===== src/rtl/text_cursor_locate.sv =====
// Per-character text-cursor attribute for the VGA text path: tracks the
// character address and row scan through a frame and flags the cursor cell.
module text_cursor_locate #(
  parameter int ADDR_W = 16
) (
  input  logic              t_crt_clk,
  input  logic              h_reset,
  input  logic              c_shift_ld,
  input  logic              c_frame_start,
  input  logic              c_line_start,
  input  logic              c_line_end,
  input  logic              c_dis_en,
  input  logic [ADDR_W-1:0] c_start_addr,
  input  logic [ADDR_W-1:0] c_cur_loc,
  input  logic [4:0]        c_cr0a_b40,
  input  logic [4:0]        c_cr0b_b40,
  input  logic [4:0]        c_cr09_b40,
  input  logic [7:0]        c_cr13_offset,
  output logic              m_att_data_b32,
  output logic [4:0]        row_scan,
  output logic [ADDR_W-1:0] char_addr
);

  localparam logic [ADDR_W-1:0] ADDR_ONE = ADDR_W'(1);

  logic              m_att_q, m_att_d;
  logic [4:0]        row_scan_q, row_scan_d;
  logic [ADDR_W-1:0] char_addr_q, char_addr_d;
  logic [ADDR_W-1:0] row_base_q, row_base_d;
  logic [ADDR_W-1:0] cur_loc_q, cur_loc_d;
  logic [4:0]        cur_start_q, cur_start_d;
  logic [4:0]        cur_end_q, cur_end_d;

  logic              in_win_s;
  logic [ADDR_W-1:0] slot_addr_s;
  logic [ADDR_W-1:0] row_pitch_s;

  // Next-state logic; strobe priority is frame start > line end > line start/slot.
  always_comb begin
    m_att_d     = m_att_q;
    row_scan_d  = row_scan_q;
    char_addr_d = char_addr_q;
    row_base_d  = row_base_q;
    cur_loc_d   = cur_loc_q;
    cur_start_d = cur_start_q;
    cur_end_d   = cur_end_q;

    // An inverted start/end pair yields an empty window, i.e. no cursor.
    in_win_s    = (row_scan_q >= cur_start_q) && (row_scan_q <= cur_end_q);
    row_pitch_s = ADDR_W'({c_cr13_offset, 1'b0});
    // A slot coinciding with line start uses the freshly reloaded row base.
    if (c_line_start) begin
      slot_addr_s = row_base_q;
    end else begin
      slot_addr_s = char_addr_q;
    end

    if (c_frame_start) begin
      row_base_d  = c_start_addr;
      char_addr_d = c_start_addr;
      row_scan_d  = 5'd0;
      cur_loc_d   = c_cur_loc;
      cur_start_d = c_cr0a_b40;
      cur_end_d   = c_cr0b_b40;
    end else if (c_line_end) begin
      if (row_scan_q == c_cr09_b40) begin
        row_scan_d = 5'd0;
        row_base_d = row_base_q + row_pitch_s;
      end else if (row_scan_q == 5'd31) begin
        row_scan_d = 5'd31;
      end else begin
        row_scan_d = row_scan_q + 5'd1;
      end
    end else begin
      char_addr_d = slot_addr_s;
      if (c_shift_ld) begin
        m_att_d = c_dis_en & (slot_addr_s == cur_loc_q) & in_win_s;
        if (c_dis_en) begin
          char_addr_d = slot_addr_s + ADDR_ONE;
        end else begin
          char_addr_d = slot_addr_s;
        end
      end else begin
        m_att_d = m_att_q;
      end
    end
  end

  // State registers with synchronous reset.
  always_ff @(posedge t_crt_clk) begin
    if (h_reset) begin
      m_att_q     <= 1'b0;
      row_scan_q  <= 5'd0;
      char_addr_q <= '0;
      row_base_q  <= '0;
      cur_loc_q   <= '0;
      cur_start_q <= 5'd0;
      cur_end_q   <= 5'd0;
    end else begin
      m_att_q     <= m_att_d;
      row_scan_q  <= row_scan_d;
      char_addr_q <= char_addr_d;
      row_base_q  <= row_base_d;
      cur_loc_q   <= cur_loc_d;
      cur_start_q <= cur_start_d;
      cur_end_q   <= cur_end_d;
    end
  end

  assign m_att_data_b32 = m_att_q;
  assign row_scan       = row_scan_q;
  assign char_addr      = char_addr_q;

endmodule


===== config.mk =====
export PLATFORM = sky130hd
export DESIGN_NAME = text_cursor_locate
export DESIGN_NICKNAME = d
export VERILOG_FILES = /design/src/rtl/text_cursor_locate.sv
export SDC_FILE = /design/constraint.sdc
export NUM_CORES = 1
export LEC_CHECK = 0
export CAP_MARGIN = 0
export CORE_MARGIN = 2
export CORE_UTILIZATION = 30
export DETAILED_ROUTE_END_ITERATION = 7
export GPL_TIMING_DRIVEN = 0
export HOLD_SLACK_MARGIN = 0.03
export PLACE_DENSITY = 0.65
export SLEW_MARGIN = 15
export SYNTH_ARGS = -nofsm -noshare
export SYNTH_HDL_FRONTEND = slang
export SYNTH_SLANG_ARGS = --single-unit

===== constraint.sdc =====
create_clock -name t_crt_clk -period 3 [get_ports t_crt_clk]
set_clock_uncertainty 0.15 [all_clocks]
set_input_delay 0.9 -clock t_crt_clk [delete_from_list [all_inputs] [get_ports t_crt_clk]]
set_output_delay 0.9 -clock t_crt_clk [all_outputs]
set_load 0.005 [all_outputs]

Yosys cells after proc, flatten, opt, wreduce, memory -nomap -nowiden
Cells that the tools add are included.
- $add $sub $neg: 3
- $lt $le $gt $ge: 2
- eq/ne operators: 4
- multiplexer cells: 10
- bitwise logic cells: 4
- reductions and logical operators: 6
- operators by type and width (operator ; count):
    $mux 16 ; 8
    $add 16x1->16 const B ; 1
    $add 16x9->16 ; 1
    $eq 16x16->1 ; 1
    $mux 5 ; 2
    $add 5x1->5 const B ; 1
    $eq 5x5->1 ; 1
    $eq 5x5->1 const B ; 1
    $ge 5x5->1 ; 1
    $le 5x5->1 ; 1
    $reduce_bool 2->1 ; 2
    $reduce_and 3->1 ; 1
    $and 1x1->1 ; 2
    $ne 2x2->1 const B ; 1
    $not 1->1 ; 2
    $reduce_and 2->1 ; 1
    $reduce_or 2->1 ; 1
    $logic_and 1x1->1 ; 1
- flip-flop bits (word level): 64
- input port bits: 62
- output and inout port bits: 22
- word-level logic and storage cells: 36

Depth between registers and ports, before layout
Gate-level depths: netlist (run 1).
- depth after elaboration: 6
- depth in mapped cells: 12
- gate-level depth less buffers: 9

Worst setup path after synthesis (run 1)
Ideal clock, no wire load.
- kind: input to register
- start: input c_line_start
- end: register char_addr_q[8], in the netlist char_addr[8]
- setup time: 76 ps
- arrival: 2922 ps
- data required time: 2774 ps
- slack: -148 ps
- stages: 12
- buffers on the path: 3
- cells stage by stage: buf_4 -> buf_6 -> buf_2 -> mux2i_1 -> inv_1 -> ha_1 -> nand3_1 -> nor2_2 -> and2_2 -> a211oi_1 -> a2111o_1 -> o22ai_1
- word-level cells in the longest chain between the ends: 6
- ends and longest elaborated chain (item ; RTL line ; source):
    start, declared ; 10 ; input logic c_line_start,
    $mux 16 (*) ; 52 ; if (c_line_start) begin
    $add 16x1->16 ; 79 ; char_addr_d = slot_addr_s + ADDR_ONE;
    $mux 16 ; 78 ; if (c_dis_en) begin
    $mux 16 (*) ; 76 ; if (c_shift_ld) begin
    $mux 16 (*) ; 65 ; end else if (c_line_end) begin
    $mux 16 (*) ; 58 ; if (c_frame_start) begin
    end signal, assigned ; 102 ; char_addr_q <= char_addr_d;
    end, declared ; 28 ; logic [ADDR_W-1:0] char_addr_q, char_addr_d;
Mark *: on every way between the ends. The rest lies on a longest branch, timed or not. The select of a mux whose other input is x is not followed.
A chain may end at the register's enable or synchronous reset.

Worst setup path in the final report (run 1)
- start: input c_cr13_offset[2]
- end: register row_base_q[12]
- word-level cells in the longest chain between the ends: 4
- ends and longest elaborated chain (item ; RTL line ; source):
    start, declared ; 18 ; input logic [7:0] c_cr13_offset,
    $add 16x9->16 ; 68 ; row_base_d = row_base_q + row_pitch_s;
    $mux 16 ; 66 ; if (row_scan_q == c_cr09_b40) begin
    $mux 16 ; 65 ;
    $mux 16 ; 58 ;
    end signal, assigned ; 103 ; row_base_q <= row_base_d;
    end, declared ; 29 ; logic [ADDR_W-1:0] row_base_q, row_base_d;
Every way passes these cells. The select of a mux whose other input is x is not followed.

==> results of run 1 <==
## cells in the mapped netlist (3+ instances only)
cell type	n
sky130_fd_sc_hd__o221ai_1	4
sky130_fd_sc_hd__a221oi_1	3
sky130_fd_sc_hd__nor2_1	50
sky130_fd_sc_hd__o21bai_1	6
sky130_fd_sc_hd__xor2_1	14
sky130_fd_sc_hd__buf_2	4
sky130_fd_sc_hd__a211oi_1	12
sky130_fd_sc_hd__and2_1	5
sky130_fd_sc_hd__inv_1	24
sky130_fd_sc_hd__nand2b_1	3
sky130_fd_sc_hd__mux2i_1	50
sky130_fd_sc_hd__o21ai_0	13
sky130_fd_sc_hd__dfxtp_1	64
sky130_fd_sc_hd__nand3b_1	8
sky130_fd_sc_hd__o21ai_1	3
sky130_fd_sc_hd__nand4_1	11
sky130_fd_sc_hd__nor4_1	7
sky130_fd_sc_hd__a21oi_1	31
sky130_fd_sc_hd__clkbuf_1	18
sky130_fd_sc_hd__o211ai_1	5
sky130_fd_sc_hd__xnor2_1	27
sky130_fd_sc_hd__a31oi_1	4
sky130_fd_sc_hd__ha_1	20
sky130_fd_sc_hd__o21a_1	3
sky130_fd_sc_hd__and3_1	4
sky130_fd_sc_hd__nor3_1	13
sky130_fd_sc_hd__nor2b_1	3
sky130_fd_sc_hd__nand3_1	14
sky130_fd_sc_hd__nand2_1	27
sky130_fd_sc_hd__a21boi_0	3
## cell families (layout without fill, tap and decap cells)
| group | Yosys count | count (layout) | synth area share, % |
|---|---|---|---|
| buffers and inverters | 52 | 157 | 5.054 |
| multiplexers | 50 | 50 | 11.96 |
| AO/OA/AOI/OAI | 110 | 110 | 18.36 |
| flip-flops | 64 | 64 | 30.62 |
| AND/OR/NAND/NOR | 157 | 157 | 18.96 |
| adder cells (fa/ha/maj) | 21 | 21 | 6.459 |
| XOR/XNOR | 41 | 41 | 8.583 |
## power breakdown
part,internal [mW],switching (mW),leakage [nW],total [mW]
combinational,0.270,0.272,1.58,0.541
clock,0.750,0.380,0.154,1.13
sequential,0.904,0.0619,0.529,0.966
## stage by stage
stage               instances  setup WS (ns)  utilization [%]  hold WS [ns]
detailed placement        757        -0.5186            38.07        0.3396
floorplan                 495        0.02829                -        0.3101
global placement          757        -0.4436            38.07        0.3282
finish                    780        0.06798            41.36        0.3466
CTS                       775        0.01185            40.68        0.3534
global route              780       0.003851            41.36        0.3801
## state kept, by name (all words and copies together), names as in the netlist
register and count:
char_addr 16, cur_end_q 5, cur_loc_q 16, cur_start_q 5
m_att_data_b32 1, row_base_q 16, row_scan 5
## layout make-up
class                      count  area [um2]  area share [%]
timing repair buffer          91       893.4           15.68
clock buffer                  13       250.2           4.393
buffer                        24       107.6           1.889
tap                          180       225.2           3.953
inverter                      26       97.59           1.713
sequential                    64        1281           22.49
multi-input combinational    379        2776           48.74
clock inverter                 3       65.06           1.142
## repair_timing
action	4_1_cts	5_1_grt
setup endpoints to repair	7	17
pin swaps	1	7
gates resized for setup	6	14
setup buffers	2	7
## per-layer routing
metal  vias up  track usage [%]  wire, um
met1      2022            24.33      6026
met5         -                0         0
met2       170            32.75      6768
met3        35            2.809       904
met4         0            7.902       467
li1       1986                -         -
## worst max path at each step
stage	cells after the start	slack [ns]	to
final	9	0.07	row_base_q[12]$_SDFFE_PP0P_
after global placement	8	-0.44	row_base_q[14]$_SDFFE_PP0P_
after detailed placement	8	-0.52	row_base_q[14]$_SDFFE_PP0P_
after global routing	8	0.004	row_base_q[14]$_SDFFE_PP0P_
after floorplan	12	0.03	char_addr[8]$_SDFFE_PP0P_
after CTS	12	0.01	char_addr[8]$_SDFFE_PP0P_
## tightest hold or removal path, stage by stage, from the launching register on
cell and delay, ns:
sky130_fd_sc_hd__dfxtp_1 0.32, sky130_fd_sc_hd__mux2i_1 0.07, sky130_fd_sc_hd__nor2_1 0.07
==> results.sh, run 1 <==
export IMPL_overflow=0
export IMPL_dpl_hpwl_um=10610
export IMPL_worst_slew_margin_rel_pct=50.41
export IMPL_timing_critical_path_arrival_ns=2.96
export IMPL_mostFrequentLayoutCells="80 x sky130_fd_sc_hd__clkdlybuf4s50_1, 64 x sky130_fd_sc_hd__dfxtp_1, 50 x sky130_fd_sc_hd__nor2_1"
export IMPL_synth_top_area_cell="sky130_fd_sc_hd__dfxtp_1"
export IMPL_critical_path_max_fanout=5
export IMPL_syn_num_nets=578
export IMPL_route_final_wire_length_um=14170
export IMPL_rows=43
export IMPL_synthCells=495
export IMPL_min_to="cur_end_q[2]$_SDFFE_PP0P_"
export IMPL_synth_seq_cells=64
export IMPL_fill_cells=1430
export IMPL_yosysSeqAreaShare_pct=30.62
export IMPL_numPortBuffers=82
export IMPL_async_flop_share_pct=0
export IMPL_commonest_non_fill_non_tap_cell_in_the_layout="sky130_fd_sc_hd__clkdlybuf4s50_1"
export IMPL_timing_setup_critical_path_class="primary input to flip-flop"
export IMPL_die_height_um=122.1
export IMPL_clock_tree_root_cell="sky130_fd_sc_hd__clkbuf_16"
export IMPL_ir_worst_vdd_mv=0.2609
export IMPL_synth_edff_count=0
export IMPL_min_period_over_period_pct=97.73
export IMPL_worst_r2r_endpoint="row_base_q[12]$_SDFFE_PP0P_"
export IMPL_clock_sink_count=64
export IMPL_report_final_setup_viol=0
export IMPL_drt_vias_per_instance=5.401
export IMPL_core_area_um2=13770
export IMPL_syn_mean_instance_area_um2=8.453
export IMPL_startpoint_type="primary input"
export IMPL_cts_buffers_inserted=9
export IMPL_yosys_warnings=0
export IMPL_final_nets=678
export IMPL_die_w_um=122.1
export IMPL_design_die_area_um2=14910
export IMPL_cap_viol_max_count=0
export IMPL_reg2reg_setup_slack_ns=0.60
export IMPL_rr_worst_depth=8
export IMPL_areaGrowthSynthToFinish_pct=36.15
export IMPL_initial_drt_pass_iterations=5
export IMPL_worstPathBufferInverterCount=2
export IMPL_synth_area_leaders="sky130_fd_sc_hd__dfxtp_1 31%, sky130_fd_sc_hd__mux2i_1 12%, sky130_fd_sc_hd__ha_1 6.0%"
export IMPL_place_gp_congestion=0.9088
export IMPL_cts_htree_levels=3
export IMPL_insertedDiodeCount=0
export IMPL_setup_tns_ns=0
export IMPL_slowest_stage="sky130_fd_sc_hd__clkdlybuf4s50_1"
export IMPL_timing_hold_worst_path_depth=2
export IMPL_worst_setup_path_startpoint="c_cr13_offset[2]"
export IMPL_grt_util_all_layers_pct=19.25
export IMPL_drt_wirelength_per_cell_um=18.16
export IMPL_power_total_mw=2.636
export IMPL_synth_distinct_cells=66
export IMPL_antenna_violating_nets_post_route=0
export IMPL_grt_max_degree=11
export IMPL_clkLatencyLatePin_ns=0.33
export IMPL_floorplan_initialDensity_pct=30.38
export IMPL_timing_worst_slew_pin_value_ns=0.7438
export IMPL_global_route_wire_length_before_repair_um=22010
export IMPL_first_global_vias=4162
export IMPL_final_layout_size_suffix_gt1_share_pct=8.000
export IMPL_yosysTopAreaCellShare_pct=30.62
export IMPL_clkSlewWorstSetupHoldPaths_ns=0.05
export IMPL_max_freq_mhz=341.1
export IMPL_maximum_root_to_sink_buffer_count=2
export IMPL_rsz0062_at_grt="no"
export IMPL_place_area_um2=5244
export IMPL_slew_viols_final=0
export IMPL_cts_tree="yes"
export IMPL_worst_ep_required_time_ns=3.03
export IMPL_crit_path_cell_trace="clkdlybuf4s50_1 > ha_1 > a211oi_4 > o211ai_1 > a31oi_2 > buf_4 > and3b_1 > xnor2_1 > a21oi_1"
export IMPL_antenna_found_initial=0
export IMPL_mappedNetlistArea_um2=4184
export IMPL_critical_path_max_stage_delay_ns=0.41
export IMPL_total_leakage_power_nw=2.262
export IMPL_vias=4213
export IMPL_synth_ff_type="sky130_fd_sc_hd__dfxtp_1"
export IMPL_outcome="finished, final reports clean"
export IMPL_hold_path_startpoint="cur_end_q[2]$_SDFFE_PP0P_"
export IMPL_final_area_um2=5697
export IMPL_hold_path_class="flip-flop to flip-flop"
export IMPL_powerDensity_nw_per_um2=462.8
export IMPL_postCtsHoldBufs=0
export IMPL_worstReg2RegStart="row_base_q[3]$_SDFFE_PP0P_"
export IMPL_pin_count=84
export IMPL_number_of_drc_markers_in_iteration_0=315
export IMPL_drcViolationCount=0
export IMPL_cpLargestDelayFamily="compound AO/OA/AOI/OAI gates"
export IMPL_finalHoldViolations=0
export IMPL_timing_final_crit_period_ns=2.932
export IMPL_endpoint_kind_of_the_worst_setup_timing_path="flip-flop"
Note: power is estimated with default switching activity, not from simulation.
==> run 2, diff against run 1 <==
--- a/config.mk
+++ b/config.mk
@@ -9,6 +9,7 @@
 export CORE_MARGIN = 2
 export CORE_UTILIZATION = 30
 export DETAILED_ROUTE_END_ITERATION = 7
+export GPL_ROUTABILITY_DRIVEN = 0
 export GPL_TIMING_DRIVEN = 0
 export HOLD_SLACK_MARGIN = 0.03
 export PLACE_DENSITY = 0.65
==> run 2 against run 1 <==
  * Sequential share of layout area increased by 0.19 points
  * Combinational power decreased by 3%
  * First-iteration DRC count increased by 9.5%
  * Worst hold slack got worse by 0.0048 ns
  * Via count decreased by 1.6%
  * Total power increased by 0.19%
  * Critical path depth increased by 1
  * Final cell count decreased by 0.51%
==> results.sh, run 2 (synthesis gave the netlist of run 1 again) <==
export IMPL_power_total_mw=2.641
export IMPL_worst_r2r_endpoint="row_base_q[11]$_SDFFE_PP0P_"
export IMPL_overflow=0
export IMPL_final_nets=674
export IMPL_fill_cells=1419
export IMPL_floorplan_initialDensity_pct=30.38
export IMPL_route_final_wire_length_um=13880
export IMPL_startpoint_type="primary input"
export IMPL_final_area_um2=5649
export IMPL_grt_max_degree=12
export IMPL_number_of_drc_markers_in_iteration_0=345
export IMPL_endpoint_kind_of_the_worst_setup_timing_path="flip-flop"
export IMPL_clock_sink_count=64
export IMPL_worst_setup_path_startpoint="c_cr13_offset[0]"
export IMPL_die_height_um=122.1
export IMPL_p_sw_share_pct=27.52
export IMPL_timing_worst_slew_pin_value_ns=0.7368
export IMPL_grt_met3_usage_pct=3.137
export IMPL_grt_util_met2_pct=31.15
export IMPL_timing_critical_path_arrival_ns=3.02
export IMPL_place_area_um2=5244
export IMPL_powerDensity_nw_per_um2=467.5
export IMPL_cts_buffers_inserted=9
export IMPL_rr_worst_depth=9
export IMPL_reg2reg_setup_slack_ns=0.60
export IMPL_total_switching_power_mw=0.7267
export IMPL_drcViolationCount=0
export IMPL_busiest_layer="met2"
export IMPL_drt_vias_per_instance=5.344
export IMPL_share_clk_of_total_power_pct=43.5
export IMPL_commonest_non_fill_non_tap_cell_in_the_layout="sky130_fd_sc_hd__clkdlybuf4s50_1"
export IMPL_hold_path_class="flip-flop to flip-flop"
export IMPL_outcome="finished, final reports clean"
export IMPL_cts_tree="yes"
export IMPL_worst_ep_required_time_ns=3.09
export IMPL_rows=43
export IMPL_timing_setup_critical_path_class="primary input to flip-flop"
export IMPL_clkSlewWorstSetupHoldPaths_ns=0.06
export IMPL_min_period_over_period_pct=97.61
export IMPL_timing_final_crit_period_ns=2.928
export IMPL_grt_util_all_layers_pct=18.59
export IMPL_final_layout_size_suffix_gt1_share_pct=7.047
export IMPL_timing_final_ws_setup_ns=0.07179
export IMPL_report_final_setup_viol=0
export IMPL_crit_path_end="row_base_q[11]$_SDFFE_PP0P_"
export IMPL_numPortBuffers=82
export IMPL_worst_slew_margin_rel_pct=50.88
export IMPL_die_w_um=122.1
export IMPL_cts_htree_levels=3
export IMPL_worstReg2RegStart="row_base_q[1]$_SDFFE_PP0P_"
export IMPL_vias=4147
export IMPL_groute_layer_met1_usage_pct=23.48
export IMPL_power_frac_seq_pct=36.5
export IMPL_antenna_violating_nets_post_route=0
export IMPL_drt_wirelength_per_cell_um=17.89
export IMPL_initial_drt_pass_iterations=7
export IMPL_mostFrequentLayoutCells="82 x sky130_fd_sc_hd__clkdlybuf4s50_1, 64 x sky130_fd_sc_hd__dfxtp_1, 50 x sky130_fd_sc_hd__nor2_1"
export IMPL_rsz0062_at_grt="yes"
export IMPL_core_area_um2=13770
export IMPL_cap_viol_max_count=0
export IMPL_power_frac_comb_pct=20.0
export IMPL_pin_count=84
export IMPL_ir_worst_vdd_mv=0.2339
export IMPL_final_hold_worst_slack_ns=0.3419
export IMPL_clock_tree_root_cell="sky130_fd_sc_hd__clkbuf_16"
export IMPL_worst_slack_at_placement_ns=-0.4372
export IMPL_critical_path_max_fanout=4
export IMPL_maximum_root_to_sink_buffer_count=2
export IMPL_slew_viols_final=0
export IMPL_global_route_wire_length_before_repair_um=21190
export IMPL_clkLatencyLatePin_ns=0.33
export IMPL_internal_power_mw=1.914
export IMPL_antenna_found_initial=0
export IMPL_setup_tns_ns=0
export IMPL_insertedDiodeCount=0
export IMPL_areaGrowthSynthToFinish_pct=35.02
export IMPL_first_global_vias=4125
export IMPL_dpl_hpwl_um=10500
export IMPL_finalHoldViolations=0
export IMPL_max_freq_mhz=341.5
export IMPL_design_die_area_um2=14910
export IMPL_total_leakage_power_nw=2.218
==> run 2: how the worst min path moves through the flow <==
| stage | depth (start not counted) | start | endpoint | slack [ns] |
|---|---|---|---|---|
| 6_report | 2 | cur_end_q[2]$_SDFFE_PP0P_ | cur_end_q[2]$_SDFFE_PP0P_ | 0.34 |
| 5_1_grt | 2 | cur_start_q[0]$_SDFFE_PP0P_ | cur_start_q[0]$_SDFFE_PP0P_ | 0.38 |
| 4_1_cts | 2 | cur_start_q[3]$_SDFFE_PP0P_ | cur_start_q[3]$_SDFFE_PP0P_ | 0.35 |
| 3_5_place_dp | 2 | cur_start_q[3]$_SDFFE_PP0P_ | cur_start_q[3]$_SDFFE_PP0P_ | 0.33 |
| 3_3_place_gp | 2 | cur_start_q[2]$_SDFFE_PP0P_ | cur_start_q[2]$_SDFFE_PP0P_ | 0.33 |
| 2_1_floorplan | 2 | row_base_q[0]$_SDFFE_PP0P_ | row_base_q[0]$_SDFFE_PP0P_ | 0.31 |
==> run 2: what timing repair did <==
action	4_1_cts	5_1_grt
gates cloned	0	0
gates resized for setup	4	8
hold buffers	0	0
endpoints found under the setup margin	5	21
buffers inserted	0	5
pin swaps	0	5
==> run 2: power groups by stage <==
| stage | clock network [mW] | logic, mW | registers, mW |
|---|---|---|---|
| after floorplan | 0 | 0.296 | 0.962 |
| after global placement | 0 | 0.487 | 0.978 |
| after detailed placement | 0 | 0.504 | 0.980 |
| after CTS | 1.15 | 0.511 | 0.961 |
| after global routing | 1.19 | 0.570 | 0.971 |
| final | 1.15 | 0.527 | 0.964 |
==> run 2: worst max-delay path, cell delays in order <==
cell and delay [ns]:
sky130_fd_sc_hd__clkdlybuf4s50_1 0.47, sky130_fd_sc_hd__ha_2 0.17, sky130_fd_sc_hd__inv_1 0.05, sky130_fd_sc_hd__fa_1 0.40, sky130_fd_sc_hd__nor2b_2 0.20, sky130_fd_sc_hd__o2111ai_2 0.16
sky130_fd_sc_hd__nand3_2 0.18, sky130_fd_sc_hd__nand3_1 0.11, sky130_fd_sc_hd__xor2_1 0.18, sky130_fd_sc_hd__a211oi_1 0.20
==> run 2: area by class of cell <==
| type | count | area, um2 | area share, % |
|---|---|---|---|
| buffer | 24 | 106.4 | 1.883 |
| clock buffer | 11 | 242.7 | 4.297 |
| clock inverter | 5 | 80.08 | 1.417 |
| inverter | 26 | 97.59 | 1.728 |
| multi-input combinational | 379 | 2758 | 48.81 |
| sequential | 64 | 1281 | 22.68 |
| tap | 180 | 225.2 | 3.987 |
| timing repair buffer | 87 | 858.3 | 15.19 |
==> run 2: metal layers <==
metal | vias to the layer above | part of all wire (%)
met5 | - | 0
met1 | 1942 | 42
met3 | 36 | 6.2
met2 | 178 | 48
li1 | 1991 | -
met4 | 0 | 3.1
==> run 2: metrics by stage <==
step / utilization (%) / std cells
2_1_floorplan: - / 495
3_3_place_gp: 38.07 / 757
3_5_place_dp: 38.07 / 757
4_1_cts: 40.55 / 773
5_1_grt: 41.02 / 776
6_report: 41.02 / 776
==> run 3, diff against run 2 <==
--- a/config.mk
+++ b/config.mk
@@ -12,7 +12,7 @@
 export GPL_ROUTABILITY_DRIVEN = 0
 export GPL_TIMING_DRIVEN = 0
 export HOLD_SLACK_MARGIN = 0.03
-export PLACE_DENSITY = 0.65
+export PLACE_DENSITY = 0.52
 export SLEW_MARGIN = 15
 export SYNTH_ARGS = -nofsm -noshare
 export SYNTH_HDL_FRONTEND = slang
==> run 3 against run 2 <==
  * Combinational power is essentially flat
  * Sequential power is essentially flat
  * Design area shrank 0.84%
  * Register-to-register slack gained 0.07 ns
  * Worst setup slack gained 0.023 ns
  * Flip-flop and latch count is the same
  * Routed wire length shrank 1.7%
  * Critical path depth shrank 2
  * Global-route usage grew 0.40 points
  * Final cell count is the same
  * Highest routed layer unchanged
==> results.sh, run 3 (synthesis gave the netlist of run 1 again) <==
export IMPL_timing_final_crit_period_ns=2.905
export IMPL_critical_path_max_fanout=3
export IMPL_worstPathBufferInverterCount=1
export IMPL_p_sw_share_pct=28.71
export IMPL_floorplan_initialDensity_pct=30.38
export IMPL_overflow=0
export IMPL_timing_hold_worst_path_depth=2
export IMPL_drt_vias_per_instance=5.254
export IMPL_core_area_um2=13770
export IMPL_initial_drt_pass_iterations=5
export IMPL_drt_wirelength_per_cell_um=17.57
export IMPL_report_final_setup_viol=0
export IMPL_final_nets=674
export IMPL_cts_buffers_inserted=9
export IMPL_slew_viols_final=0
export IMPL_setup_tns_ns=0
export IMPL_drcViolationCount=0
export IMPL_first_global_vias=3913
export IMPL_hold_path_class="flip-flop to flip-flop"
export IMPL_endpoint_kind_of_the_worst_setup_timing_path="flip-flop"
export IMPL_outcome="finished, final reports clean"
export IMPL_rr_worst_depth=7
export IMPL_clkSlewWorstSetupHoldPaths_ns=0.05
export IMPL_worst_ep_required_time_ns=3.04
export IMPL_maximum_root_to_sink_buffer_count=2
export IMPL_power_frac_comb_pct=21.5
export IMPL_powerDensity_nw_per_um2=436.6
export IMPL_cts_tree="yes"
export IMPL_slowest_stage="sky130_fd_sc_hd__clkdlybuf4s50_1"
export IMPL_timing_worst_slew_pin_value_ns=0.7612
export IMPL_clock_tree_root_cell="sky130_fd_sc_hd__clkbuf_16"
export IMPL_clkLatencyLatePin_ns=0.34
export IMPL_clock_sink_count=64
export IMPL_worst_slew_margin_rel_pct=49.25
export IMPL_cts_htree_levels=3
export IMPL_timing_critical_path_arrival_ns=2.94
export IMPL_finalHoldViolations=0
export IMPL_min_period_over_period_pct=96.84
export IMPL_startpoint_type="primary input"
export IMPL_die_height_um=122.1
export IMPL_rsz0062_at_grt="yes"
export IMPL_critical_path_depth=8
export IMPL_numPortBuffers=82
export IMPL_internal_power_mw=1.744
export IMPL_ir_worst_vdd_mv=0.2928
export IMPL_crit_path_cell_trace="clkdlybuf4s50_1 > ha_1 > a211oi_4 > o211ai_1 > a31oi_2 > and4b_1 > xnor2_1 > a21boi_1"
export IMPL_final_layout_size_suffix_gt1_share_pct=6.879
export IMPL_cpLargestDelayFamily="compound AO/OA/AOI/OAI gates"
export IMPL_grt_max_degree=11
export IMPL_place_area_um2=5244
export IMPL_critical_path_max_stage_delay_ns=0.42
export IMPL_antenna_violating_nets_post_route=0
export IMPL_grt_util_all_layers_pct=18.99
export IMPL_final_hold_worst_slack_ns=0.3391
export IMPL_timing_setup_critical_path_class="primary input to flip-flop"
export IMPL_global_route_wire_length_before_repair_um=21450
export IMPL_vias=4077
export IMPL_die_w_um=122.1
export IMPL_max_freq_mhz=344.2
export IMPL_mostFrequentLayoutCells="81 x sky130_fd_sc_hd__clkdlybuf4s50_1, 64 x sky130_fd_sc_hd__dfxtp_1, 49 x sky130_fd_sc_hd__mux2i_1, 49 x sky130_fd_sc_hd__nor2_1, 31 x sky130_fd_sc_hd__a21oi_1"
export IMPL_share_clk_of_total_power_pct=39.1
export IMPL_dpl_hpwl_um=10350
export IMPL_total_switching_power_mw=0.7023
export IMPL_number_of_drc_markers_in_iteration_0=301
export IMPL_route_final_wire_length_um=13640
export IMPL_insertedDiodeCount=0
export IMPL_postCtsHoldBufs=0
export IMPL_rows=43
export IMPL_total_leakage_power_nw=2.209
export IMPL_pin_count=84
export IMPL_design_die_area_um2=14910
export IMPL_cap_viol_max_count=0
export IMPL_areaGrowthSynthToFinish_pct=33.88
export IMPL_commonest_non_fill_non_tap_cell_in_the_layout="sky130_fd_sc_hd__clkdlybuf4s50_1"
export IMPL_antenna_found_initial=0
export IMPL_final_area_um2=5602
export IMPL_power_frac_seq_pct=39.4
run 3: changes by cell type in the layout (fill, tap and decap cells not counted), sizes merged:
cell | previous run | this run
clkinv | 2 | 5
bufinv | 2 | 0
clkinvlp | 2 | 0
clkbuf | 29 | 30
clkdlybuf4s50 | 82 | 81
dlymetal6s2s | 0 | 1
run 3: final timing paths:
path / to / slack, ns / startpoint
max: row_base_q[14]$_SDFFE_PP0P_ / 0.09 / c_cr13_offset[1]
min: cur_end_q[3]$_SDFFE_PP0P_ / 0.34 / cur_end_q[3]$_SDFFE_PP0P_
max reg2reg: row_base_q[14]$_SDFFE_PP0P_ / 0.67 / row_base_q[3]$_SDFFE_PP0P_
min reg2reg: cur_end_q[3]$_SDFFE_PP0P_ / 0.34 / cur_end_q[3]$_SDFFE_PP0P_
run 3: layer usage:
metal	up-vias	wire length [um]	track usage (%)
li1	1984	-	-
met1	1923	6210	26.86
met2	150	6225	28.91
met3	20	950	3.886
met4	0	251	5.891
met5	-	0	0
run 3: worst register-to-register path: stages, from the launching register on:
cell                       delay (ns)
sky130_fd_sc_hd__dfxtp_1         0.44
sky130_fd_sc_hd__ha_1            0.37
sky130_fd_sc_hd__o21ai_1         0.17
sky130_fd_sc_hd__o211ai_1        0.31
sky130_fd_sc_hd__a31oi_2         0.21
sky130_fd_sc_hd__and4b_1         0.34
sky130_fd_sc_hd__xnor2_1         0.13
sky130_fd_sc_hd__a21boi_1        0.08
run 3: power by group through the flow:
stage	clock network [mW]	registers (mW)	logic (mW)
finish	0.956	0.963	0.526
global route	1.01	0.970	0.580
CTS	0.971	0.963	0.516
detailed placement	0	0.980	0.505
global placement	0	0.979	0.499
floorplan	0	0.962	0.296
run 3: repair_timing:
item | 4_1_cts | 5_1_grt
pin swaps | 1 | 4
resized for setup | 5 | 11
setup buffers | 1 | 3
setup endpoints to repair | 6 | 15
run 3: stage by stage:
stage	total power [mW]	worst slack [ns]	cells	util, %
after floorplan	1.258	0.02829	495	-
after detailed placement	1.485	-0.5534	757	38.07
final	2.446	0.09489	776	40.67
after global routing	2.562	-0.02636	776	40.67
after global placement	1.478	-0.6114	757	38.07
after CTS	2.449	0.01007	774	40.24
run 3: layout make-up:
cell class | instances | area (um2)
Clock inverter | 4 | 20.02
Buffer | 25 | 108.9
Multi-Input combinational cell | 379 | 2769
Tap cell | 180 | 225.2
Inverter | 26 | 97.59
Fill cell | 1462 | 8172
Clock buffer | 12 | 246.5
Timing Repair Buffer | 86 | 853.3
Sequential cell | 64 | 1281
==> variant: new RTL, settings of run 3 <==
`ADDR_W`: 16 -> 17.
--- a/src/rtl/text_cursor_locate.sv
+++ b/src/rtl/text_cursor_locate.sv
@@ -1,7 +1,7 @@
 // Per-character text-cursor attribute for the VGA text path: tracks the
 // character address and row scan through a frame and flags the cursor cell.
 module text_cursor_locate #(
-  parameter int ADDR_W = 16
+  parameter int ADDR_W = 17
 ) (
   input  logic              t_crt_clk,
   input  logic              h_reset,
Ports: changed (resized c_cur_loc, c_start_addr and char_addr); port bits go from 84 to 87. No check against the original RTL was run, so the function may have changed too.
==> variant against run 3 <==
- setup slack got worse by 34 ps
- final area increased by 3.2%
- die area increased by 2.4%
- synthesized area increased by 2.5%
- global-route usage decreased by 0.76 points
- clock power increased by 21%
- combinational power increased by 2%
- sequential cell count increased by 3
- critical path depth increased by 2
- routed wire length about the same
- total power increased by 11%
- critical path type unchanged
==> variant: results (changes against run 3) <==
Run status
  – Outcome: complete, no violations (unchanged)

Routing
  – Drt wl/cell: 17.6 um (about the same)
  – Initial DRC count: 290 (was 301)
  – Vias per cell: 5.11 (was 5.25)

Cells and area
  – Data buffer area share: 17.8% (was 17.2%)
  – # clk buffers: 11 (was 12)
  – # fillers: 1423 (was 1462)
  – Multi-input combinational area share: 47.6% (was 49.4%)
  – Clk cell area share: 5.50% (was 4.76%)
  – Layout cells sized above 1: 10.1% (was 6.88%)
  – Fraction of area in registers: 23.2% (was 22.9%)
  – Seq_cells: 67 (was 64)
  – Number of multi-input logic gates: 369 (was 379)

Synth
  – Top cells by area, synth: dfxtp_1, mux2i_1, xnor2_1 (was dfxtp_1, mux2i_1, ha_1)
  – Post-synth top cells: dfxtp_1, nor2_1, a21oi_1 (was dfxtp_1, mux2i_1, nor2_1)
  – Post-Syn Nets: 577 (was 578)

STA
  – Hold WS: 342 ps (was 339 ps)
  – Rel. slew slack: 44.5% (was 49.3%)
  – Final Cycle Share: 98.0% (was 96.8%)

Power
  – Combinational power share: 19.9% (was 21.5%)
  – Clock network power: 1160 uW (was 956 uW)
  – Leakage power figure: 0.00226 uW (was 0.00221 uW)
  – Sw Pwr: 733 uW (was 702 uW)

Placed design
  – Setup WS pre-CTS: -875 ps (was -553 ps)
  – Post-DP HPWL: 10600 um (was 10300 um)
  – Port buffer count: 83 (was 82)

Setup path
  – Worst Reg2Reg Path Length in Cells: 6 (was 7)
  – Crit Path Max Fanout: 4 (was 3)
  – Internal reg-to-reg setup slack: 530 ps (was 670 ps)
  – Worst r2r src: row_scan[2] (was row_base_q[3])
  – CP startpoint: c_cr13_offset[0] (was c_cr13_offset[1])
  – Capturing point of the worst reg2reg path: row_base_q[8] (was row_base_q[14])

GRT
  – First-pass GRT wire length: 21000 um (was 21400 um)
  – Largest net degree at the start of global routing: 12 (was 11)
  – Vias in the first global route: 3874 (was 3913)
variant: cell count changes after synthesis, moves of 6 or more:
cell | before | now
a21boi_0 | 3 | 10
nor3_1 | 13 | 6
a211oi_1 | 12 | 6
inv_1 | 24 | 31
mux2i_1 | 50 | 38
a21oi_1 | 31 | 41
o21ai_0 | 13 | 20
variant: cell families after synthesis:
kind of cell	synth area share [%]
simple gates	17.0
compound gates	17.7
flops	31.3
buf+inv	6.18
mux	12.0
xor+xnor	9.57
fa+ha+maj	6.30
variant: worst max-delay path, delay by kind of cell:
family | cells | cell delay (ps)
adders and majority gates | 2 | 620
AOI/OAI and AO/OA | 4 | 700
xor gates and xnor gates | 1 | 140
buffers and inverters | 2 | 600
and+or+nand+nor | 1 | 70
variant: per-layer routing:
| metal | global-route usage (%) | share of wire (%) | vias to the layer above |
|---|---|---|---|
| met5 | 0 | 0 | - |
| met4 | 6.18 | 1.8 | 0 |
| met2 | 28.9 | 45 | 131 |
| met1 | 25.1 | 47 | 1853 |
| met3 | 3.02 | 6.2 | 19 |
| li1 | - | - | 1947 |
variant: repair_timing:
| item | CTS | global route |
|---|---|---|
| buffers inserted | 1 | 2 |
| endpoints found under the setup margin | 24 | 8 |
| hold buffers | 0 | 0 |
| endpoints found under the hold margin | 0 | 0 |
| pin swaps | 1 | 9 |
| gates resized for setup | 3 | 10 |
variant: through the flow:
stage	cell area [sq um]	util [%]	TNS, ps	instances	power [uW]
2_1_floorplan	4350	-	0	492	1330
3_3_place_gp	5410	38.8	-15610	755	1540
3_5_place_dp	5410	38.8	-16200	755	1550
4_1_cts	5740	41.2	0	771	2710
5_1_grt	5780	41.5	-78.0	773	2800
6_report	5780	41.5	0	773	2710
